==> src/rtl/pebble_autoplayer_pkg.sv <==
// Shared definitions for the pebble autoplayer: FSM states, winner codes,
// pit selectors and the move-selection rule.
package pebble_pkg;

  localparam int unsigned PIT_W = 4;

  localparam logic [1:0] WINNER_NONE   = 2'b00;
  localparam logic [1:0] WINNER_CPU    = 2'b01;
  localparam logic [1:0] WINNER_PLAYER = 2'b10;

  localparam logic POS_PIT3 = 1'b0;
  localparam logic POS_PIT4 = 1'b1;

  localparam logic [PIT_W-1:0] PIT_RESET = 4'd2;

  typedef enum logic [2:0] {
    ST_IDLE,
    ST_DECIDE,
    ST_PULSE,
    ST_WAIT_CHANGE,
    ST_SETTLE,
    ST_DONE
  } ap_state_e;

  typedef struct packed {
    logic [PIT_W-1:0] p1;
    logic [PIT_W-1:0] p2;
    logic [PIT_W-1:0] p3;
    logic [PIT_W-1:0] p4;
  } board_t;

  // Only ever returns a nonzero pit when at least one player pit is nonzero.
  function automatic logic pick_pit(input board_t b, input logic policy, input logic rnd);
    logic sel;
    if (b.p3 == '0)         sel = POS_PIT4;
    else if (b.p4 == '0)    sel = POS_PIT3;
    else if (policy)        sel = rnd;
    else if (b.p4 > b.p3)   sel = POS_PIT4;
    else                    sel = POS_PIT3;
    return sel;
  endfunction

endpackage

==> src/rtl/pebble_autoplayer_if.sv <==
// Move interface between the autoplayer (master) and pebble_game (slave).
interface pebble_autoplayer_if;
  import pebble_pkg::*;

  logic [PIT_W-1:0] pos1;
  logic [PIT_W-1:0] pos2;
  logic [PIT_W-1:0] pos3;
  logic [PIT_W-1:0] pos4;
  logic [1:0]       winner;
  logic             play;
  logic             player_position;

  modport master (
    output play, player_position,
    input  pos1, pos2, pos3, pos4, winner
  );

  modport slave (
    input  play, player_position,
    output pos1, pos2, pos3, pos4, winner
  );

endinterface

==> src/rtl/pebble_autoplayer_lfsr8.sv <==
// Free-running 8-bit Fibonacci LFSR, polynomial x^8+x^6+x^5+x^4+1.
module lfsr8 #(
  parameter logic [7:0] SEED = 8'hA5
) (
  input  logic       clock,
  input  logic       reset,
  output logic [7:0] q
);

  logic [7:0] lfsr_q;
  logic       fb;

  assign fb = lfsr_q[7] ^ lfsr_q[5] ^ lfsr_q[4] ^ lfsr_q[3];

  always_ff @(posedge clock or posedge reset) begin
    if (reset) lfsr_q <= SEED;
    else       lfsr_q <= {lfsr_q[6:0], fb};
  end

  assign q = lfsr_q;

endmodule

==> src/rtl/pebble_autoplayer.sv <==
// Self-play engine for pebble_game: reads the board, picks a legal player
// pit, strobes play, then waits for the board to change and settle.
module pebble_autoplayer
  import pebble_pkg::*;
#(
  parameter int unsigned PULSE_CYCLES   = 2,
  parameter int unsigned SETTLE_CYCLES  = 4,
  parameter int unsigned TIMEOUT_CYCLES = 64,
  parameter logic [7:0]  LFSR_SEED      = 8'hA5
) (
  input  logic                 clock,
  input  logic                 reset,
  input  logic                 start,
  input  logic                 policy,
  pebble_autoplayer_if.master  game,
  output logic                 busy,
  output logic                 done,
  output logic                 stuck,
  output logic                 timeout_err,
  output logic [7:0]           move_count
);

  localparam logic [6:0] PULSE_LAST   = 7'(PULSE_CYCLES - 1);
  localparam logic [6:0] SETTLE_LAST  = 7'(SETTLE_CYCLES - 1);
  localparam logic [6:0] TIMEOUT_LAST = 7'(TIMEOUT_CYCLES - 1);

  ap_state_e  state_q, state_d;
  logic [6:0] cnt_q, cnt_d;
  board_t     board_q, board_d;
  board_t     prev_q;
  board_t     board_now;
  logic       pos_q, pos_d;
  logic       stuck_q, stuck_d;
  logic       tout_q, tout_d;
  logic [7:0] mcnt_q, mcnt_d;
  logic       play_q, busy_q, done_q;
  logic       game_over;

  logic [7:0] lfsr_q;
  logic [6:0] lfsr_unused;

  lfsr8 #(.SEED(LFSR_SEED)) u_lfsr (
    .clock (clock),
    .reset (reset),
    .q     (lfsr_q)
  );

  assign lfsr_unused = lfsr_q[7:1];
  assign board_now   = {game.pos1, game.pos2, game.pos3, game.pos4};
  assign game_over   = (game.winner != WINNER_NONE);

  always_comb begin
    state_d = state_q;
    cnt_d   = cnt_q;
    board_d = board_q;
    pos_d   = pos_q;
    stuck_d = stuck_q;
    tout_d  = tout_q;
    mcnt_d  = mcnt_q;

    unique case (state_q)
      ST_IDLE, ST_DONE: begin
        if (start) begin
          state_d = ST_DECIDE;
          cnt_d   = '0;
          mcnt_d  = '0;
          stuck_d = 1'b0;
          tout_d  = 1'b0;
        end
      end

      ST_DECIDE: begin
        cnt_d = '0;
        if (game_over) begin
          state_d = ST_DONE;
        end else if (board_now.p3 == '0 && board_now.p4 == '0) begin
          stuck_d = 1'b1;
          state_d = ST_DONE;
        end else begin
          pos_d   = pick_pit(board_now, policy, lfsr_q[0]);
          board_d = board_now;
          mcnt_d  = (mcnt_q == '1) ? mcnt_q : mcnt_q + 8'd1;
          state_d = ST_PULSE;
        end
      end

      ST_PULSE: begin
        if (cnt_q == PULSE_LAST) begin
          cnt_d   = '0;
          state_d = ST_WAIT_CHANGE;
        end else begin
          cnt_d = cnt_q + 7'd1;
        end
      end

      ST_WAIT_CHANGE: begin
        if (game_over) begin
          state_d = ST_DONE;
        end else if (board_now != board_q) begin
          cnt_d   = '0;
          state_d = ST_SETTLE;
        end else if (cnt_q == TIMEOUT_LAST) begin
          tout_d  = 1'b1;
          state_d = ST_DONE;
        end else begin
          cnt_d = cnt_q + 7'd1;
        end
      end

      // Counter holds the number of consecutive unchanged cycles seen so far.
      ST_SETTLE: begin
        if (game_over) begin
          state_d = ST_DONE;
        end else if (board_now != prev_q) begin
          cnt_d = '0;
        end else if (cnt_q == SETTLE_LAST) begin
          cnt_d   = '0;
          state_d = ST_DECIDE;
        end else begin
          cnt_d = cnt_q + 7'd1;
        end
      end

      default: state_d = ST_IDLE;
    endcase
  end

  always_ff @(posedge clock or posedge reset) begin
    if (reset) begin
      state_q <= ST_IDLE;
      cnt_q   <= '0;
      board_q <= '0;
      prev_q  <= '0;
      pos_q   <= POS_PIT3;
      stuck_q <= 1'b0;
      tout_q  <= 1'b0;
      mcnt_q  <= '0;
      play_q  <= 1'b0;
      busy_q  <= 1'b0;
      done_q  <= 1'b0;
    end else begin
      state_q <= state_d;
      cnt_q   <= cnt_d;
      board_q <= board_d;
      prev_q  <= board_now;
      pos_q   <= pos_d;
      stuck_q <= stuck_d;
      tout_q  <= tout_d;
      mcnt_q  <= mcnt_d;
      // Status flags are decoded from the next state so they stay glitch-free flops.
      play_q  <= (state_d == ST_PULSE);
      busy_q  <= !(state_d inside {ST_IDLE, ST_DONE});
      done_q  <= (state_d == ST_DONE);
    end
  end

  assign game.play            = play_q;
  assign game.player_position = pos_q;
  assign busy                 = busy_q;
  assign done                 = done_q;
  assign stuck                = stuck_q;
  assign timeout_err          = tout_q;
  assign move_count           = mcnt_q;

endmodule
==> src/flat_wrapper.sv <==
// flat-port wrapper written by rule: the top's interface ports become plain ports
module pebble_autoplayer_flat import pebble_pkg::*;
#(
  parameter int unsigned PULSE_CYCLES   = 2,
  parameter int unsigned SETTLE_CYCLES  = 4,
  parameter int unsigned TIMEOUT_CYCLES = 64,
  parameter logic [7:0]  LFSR_SEED      = 8'hA5
)
  (clock, reset, start, policy, busy, done, stuck, timeout_err, move_count, game_play, game_player_position, game_pos1, game_pos2, game_pos3, game_pos4, game_winner);
  pebble_autoplayer_if game_i ();
  input  logic clock;
  input  logic reset;
  input  logic start;
  input  logic policy;
  output logic busy;
  output logic done;
  output logic stuck;
  output logic timeout_err;
  output logic [7:0] move_count;
  output wire logic [$bits(game_i.play)-1:0] game_play;
  output wire logic [$bits(game_i.player_position)-1:0] game_player_position;
  input wire logic [$bits(game_i.pos1)-1:0] game_pos1;
  input wire logic [$bits(game_i.pos2)-1:0] game_pos2;
  input wire logic [$bits(game_i.pos3)-1:0] game_pos3;
  input wire logic [$bits(game_i.pos4)-1:0] game_pos4;
  input wire logic [$bits(game_i.winner)-1:0] game_winner;
  assign game_play = game_i.play;
  assign game_player_position = game_i.player_position;
  assign game_i.pos1 = game_pos1;
  assign game_i.pos2 = game_pos2;
  assign game_i.pos3 = game_pos3;
  assign game_i.pos4 = game_pos4;
  assign game_i.winner = game_winner;
  pebble_autoplayer #(.PULSE_CYCLES(PULSE_CYCLES), .SETTLE_CYCLES(SETTLE_CYCLES), .TIMEOUT_CYCLES(TIMEOUT_CYCLES), .LFSR_SEED(LFSR_SEED)) u_core (.clock(clock), .reset(reset), .start(start), .policy(policy), .game(game_i), .busy(busy), .done(done), .stuck(stuck), .timeout_err(timeout_err), .move_count(move_count));
endmodule
==> config.mk <==
export PLATFORM = sky130hd
export DESIGN_NAME = pebble_autoplayer_flat
export DESIGN_NICKNAME = d
export VERILOG_FILES = /design/src/rtl/pebble_autoplayer_pkg.sv /design/src/rtl/pebble_autoplayer_if.sv /design/src/rtl/pebble_autoplayer_lfsr8.sv /design/src/rtl/pebble_autoplayer.sv /design/src/flat_wrapper.sv
export SDC_FILE = /design/constraint.sdc
export NUM_CORES = 1
export LEC_CHECK = 0
export CORE_MARGIN = 5
export CORE_UTILIZATION = 31
export CTS_BUF_LIST = sky130_fd_sc_hd__clkbuf_8
export DETAILED_ROUTE_END_ITERATION = 6
export SLEW_MARGIN = 20
export SYNTH_ARGS = -nofsm -noshare
export SYNTH_HDL_FRONTEND = slang
export SYNTH_SLANG_ARGS = --single-unit
==> constraint.sdc <==
create_clock -name clock -period 3.3 [get_ports clock]
set_clock_uncertainty 0.05 [all_clocks]
set_input_delay 0.66 -clock clock [delete_from_list [all_inputs] [get_ports clock]]
set_output_delay 0.66 -clock clock [all_outputs]
set_load 0.05 [all_outputs]
==> metrics.yaml <==
area_growth_pct: 24.5
grt_pass1_vias: 2288
pre_cts_ws_ns: 0.0445
setup_viol: 0
netlist_instances: 286
synth_edf_count: 0
cts.clk_slew.worst_paths_ns: 0.08
synth_flop_cell: "dfrtp_1"
fin_tns_setup_ns: 0
worst_slew_pin_slew_ns: 0.575
drive_gt1_share_pct: 16.3
die-height_um: 111
finalHoldViolCount: 0
p_int_w: 0.00175
postSynthAreaPerCell_sq_um: 11.0
power_switching_w: 0.000906
max-cap-violations: 0
syn-cell-area_sq_um: 3140
path_class: "input port to register"
crit_start: "game_pos3[1]"
ys_async_sr_fraction_pct: 100
final_cell_mix: "dfrtp_1 (60), clkdlybuf4s50_1 (35), nand2_1 (23)"
clk_latency_ns: 0.34
status: "finished, final reports clean"
cpMaxStageDelayCell: "clkdlybuf4s50_1"
cts.path.max_buffers: 2
final_common_cell: "dfrtp_1"
ys_seq_area_share_pct: 51.2
cpPeakStageDelay_ns: 0.55
worst_setup_path_end_kind: "register"
endpoint: "u_core.cnt_q[5]$_DFFE_PP0P_"
dp_hpwl_um: 4660
r2r-start: "u_core.state_q[1]$_DFF_PP0_"
min_path_type: "register to register"
fin_ws_ns: 0.420
rr_endpoint: "u_core.move_count[7]$_DFFE_PP0P_"
fill_cells: 991
diodes: 0
cts_root_buffer: "clkbuf_8"
ys_types: 50
gp_congestion: 0.798
pwr-share-comb_pct: 31.1
p_leak_nw: 1.61
worst_ep_required_time_ns: 3.51
grt_pass1_wl_um: 11200
design.die.area_sq_um: 12200
htree_num_levels: 3
fin_crit_ns: 2.88
num_io_pins: 36
start_kind: "input port"
p_per_area_nw_per_um2: 680
fin_crit_sh_pct: 87.3
reg2reg_depth: 7
num_vias: 2240
multi_input_area_sq_um: 1460
pwr-share-clk_pct: 29.0
dr.pass1.iters: 5
cts_sinks: 64
register_area_sq_um: 1610
portBuffers: 35
rsz0062_at_grt: "false"
routedWlPerCell_um: 13.8
peakVddDrop_mv: 0.278
drtIter0Drc: 83
floorplan.initialDensity_pct: 32.0
swShare_pct: 34.1
cp.arrival_ns: 3.09
tritoncts: "yes"
vias_per_cell: 4.76
cts.hold.buffers_added: 0
overflow: 0
critical_path.max_fanout: 7
grt_max_degree: 65
drc: 0
pwr-share-seq_pct: 39.9
r2r_setup_slack_ns: 0.53
max_slew_margin_pct: 61.6
num_rows: 36
crit_chain: "clkdlybuf4s50_1 -> xor2_1 -> nor4_1 -> nand4_1 -> or2_4 -> o221a_4 -> or4b_1 -> o211ai_1"
fmax_mhz: 347
ys_ff_latch: 64
cts-resized-gates: 0
syn_nets: 315
postCtsSetupBuffers: 0
maxSlewViolCount: 0
track_usage_pct: 11.2
ys_warn_count: 0
cts_inserted_buffers: 9
die_w_um: 111
core_area_sq_um: 9820
nets: 362
antenna_found_initial: 0
ant_nets: 0
wl_um: 6490
==> layout make-up <==
class | count | share of cell area (%)
Inverter | 10 | 0.960
Clock inverter | 6 | 2.34
Sequential cell | 64 | 41.1
Timing Repair Buffer | 42 | 10.6
Clock buffer | 10 | 3.52
Tap cell | 133 | 4.25
Multi-Input combinational cell | 206 | 37.2
==> cells in the mapped netlist, types with 2 or more instances <==
cell type   n  area, sq um
o22ai_1     3         18.8
a21oi_1     6         30.0
xor2_1     22          193
or3_1       3         18.8
nor3_1      5         25.0
ha_1        7         87.6
and3_1      3         18.8
dfrtp_1    60         1500
mux2i_1     2         20.0
nor4_1      6         37.5
inv_1      10         37.5
nor2b_1     8         50.1
and2_1      2         12.5
buf_6       2         22.5
nand2_1    23         86.3
mux2_2     17          191
nand2b_1    2         12.5
dfstp_2     4          105
o211ai_1    2         15.0
xnor2_1    18          158
nand3_1     6         30.0
o21ai_0    15         75.1
nand4_1     9         56.3
buf_2       2         10.0
nor2_1     22         82.6
o31ai_1     3         22.5
==> kinds of logic (layout without fill, tap and decap cells) <==
kind of cell,after synthesis,after routing,synth area share [%]
XOR/XNOR,40,40,11.2
AO/OA/AOI/OAI,41,41,9.08
buffers and inverters,16,68,2.47
multiplexers,19,19,6.73
adder cells (fa/ha/maj),7,7,2.79
flip-flops,64,64,51.2
AND/OR/NAND/NOR,99,99,16.6
==> power by group through the flow <==
| stage | clock, W | sequential [W] | combinational (W) |
|---|---|---|---|
| after floorplan | 0 | 0.00113 | 0.000539 |
| after global placement | 0 | 0.00107 | 0.000825 |
| after detailed placement | 0 | 0.00108 | 0.000831 |
| after CTS | 0.000792 | 0.00106 | 0.000835 |
| after global routing | 0.000829 | 0.00108 | 0.000918 |
| final | 0.000772 | 0.00106 | 0.000826 |
==> state kept, by name, summed over array words and instances (netlist names) <==
signal / count
u_core.board_q: 16
u_core.move_count: 8
u_core.state_q: 3
u_core.game.player_position: 1
u_core.game.play: 1
u_core.prev_q: 16
u_core.stuck: 1
u_core.u_lfsr.q: 8
u_core.timeout_err: 1
u_core.cnt_q: 7
u_core.done: 1
u_core.busy: 1
==> routing by layer <==
layer | GRT usage [%] | routed length, um | vias up
met1 | 15.0 | 3220 | 1082
met5 | 0 | 0 | -
li1 | - | - | 1104
met4 | 4.02 | 90 | 0
met3 | 3.28 | 257 | 8
met2 | 17.0 | 2930 | 46
==> through the flow <==
| stage | cell area (sq um) | util (%) | power (W) | hold WS [ns] | instances |
|---|---|---|---|---|---|
| after floorplan | 3140 | - | 0.00167 | 0.283 | 286 |
| after global placement | 3680 | 37.5 | 0.00190 | 0.286 | 455 |
| after detailed placement | 3680 | 37.5 | 0.00191 | 0.295 | 455 |
| after CTS | 3910 | 39.8 | 0.00269 | 0.307 | 471 |
| after global routing | 3910 | 39.8 | 0.00283 | 0.308 | 471 |
| final | 3910 | 39.8 | 0.00266 | 0.299 | 471 |
==> how the worst min path moves through the flow <==
stage | depth (start not counted) | slack [ns] | start | to
after global placement | 0 | 0.29 | u_core.u_lfsr.q[6]$_DFF_PP0_ | u_core.u_lfsr.q[7]$_DFF_PP1_
after floorplan | 0 | 0.28 | u_core.u_lfsr.q[1]$_DFF_PP0_ | u_core.u_lfsr.q[2]$_DFF_PP1_
after CTS | 0 | 0.31 | u_core.u_lfsr.q[6]$_DFF_PP0_ | u_core.u_lfsr.q[7]$_DFF_PP1_
after global routing | 0 | 0.31 | u_core.u_lfsr.q[6]$_DFF_PP0_ | u_core.u_lfsr.q[7]$_DFF_PP1_
after detailed placement | 0 | 0.30 | u_core.u_lfsr.q[1]$_DFF_PP0_ | u_core.u_lfsr.q[2]$_DFF_PP1_
final | 0 | 0.30 | u_core.u_lfsr.q[6]$_DFF_PP0_ | u_core.u_lfsr.q[7]$_DFF_PP1_
==> critical path: cells and delay by family <==
family,cells,cell delay (ns)
AOI/OAI and AO/OA,2,0.25
xor gates and xnor gates,1,0.22
buffers and inverters,1,0.55
and+or+nand+nor,4,1.41
Note: power is estimated with default switching activity, not from simulation.
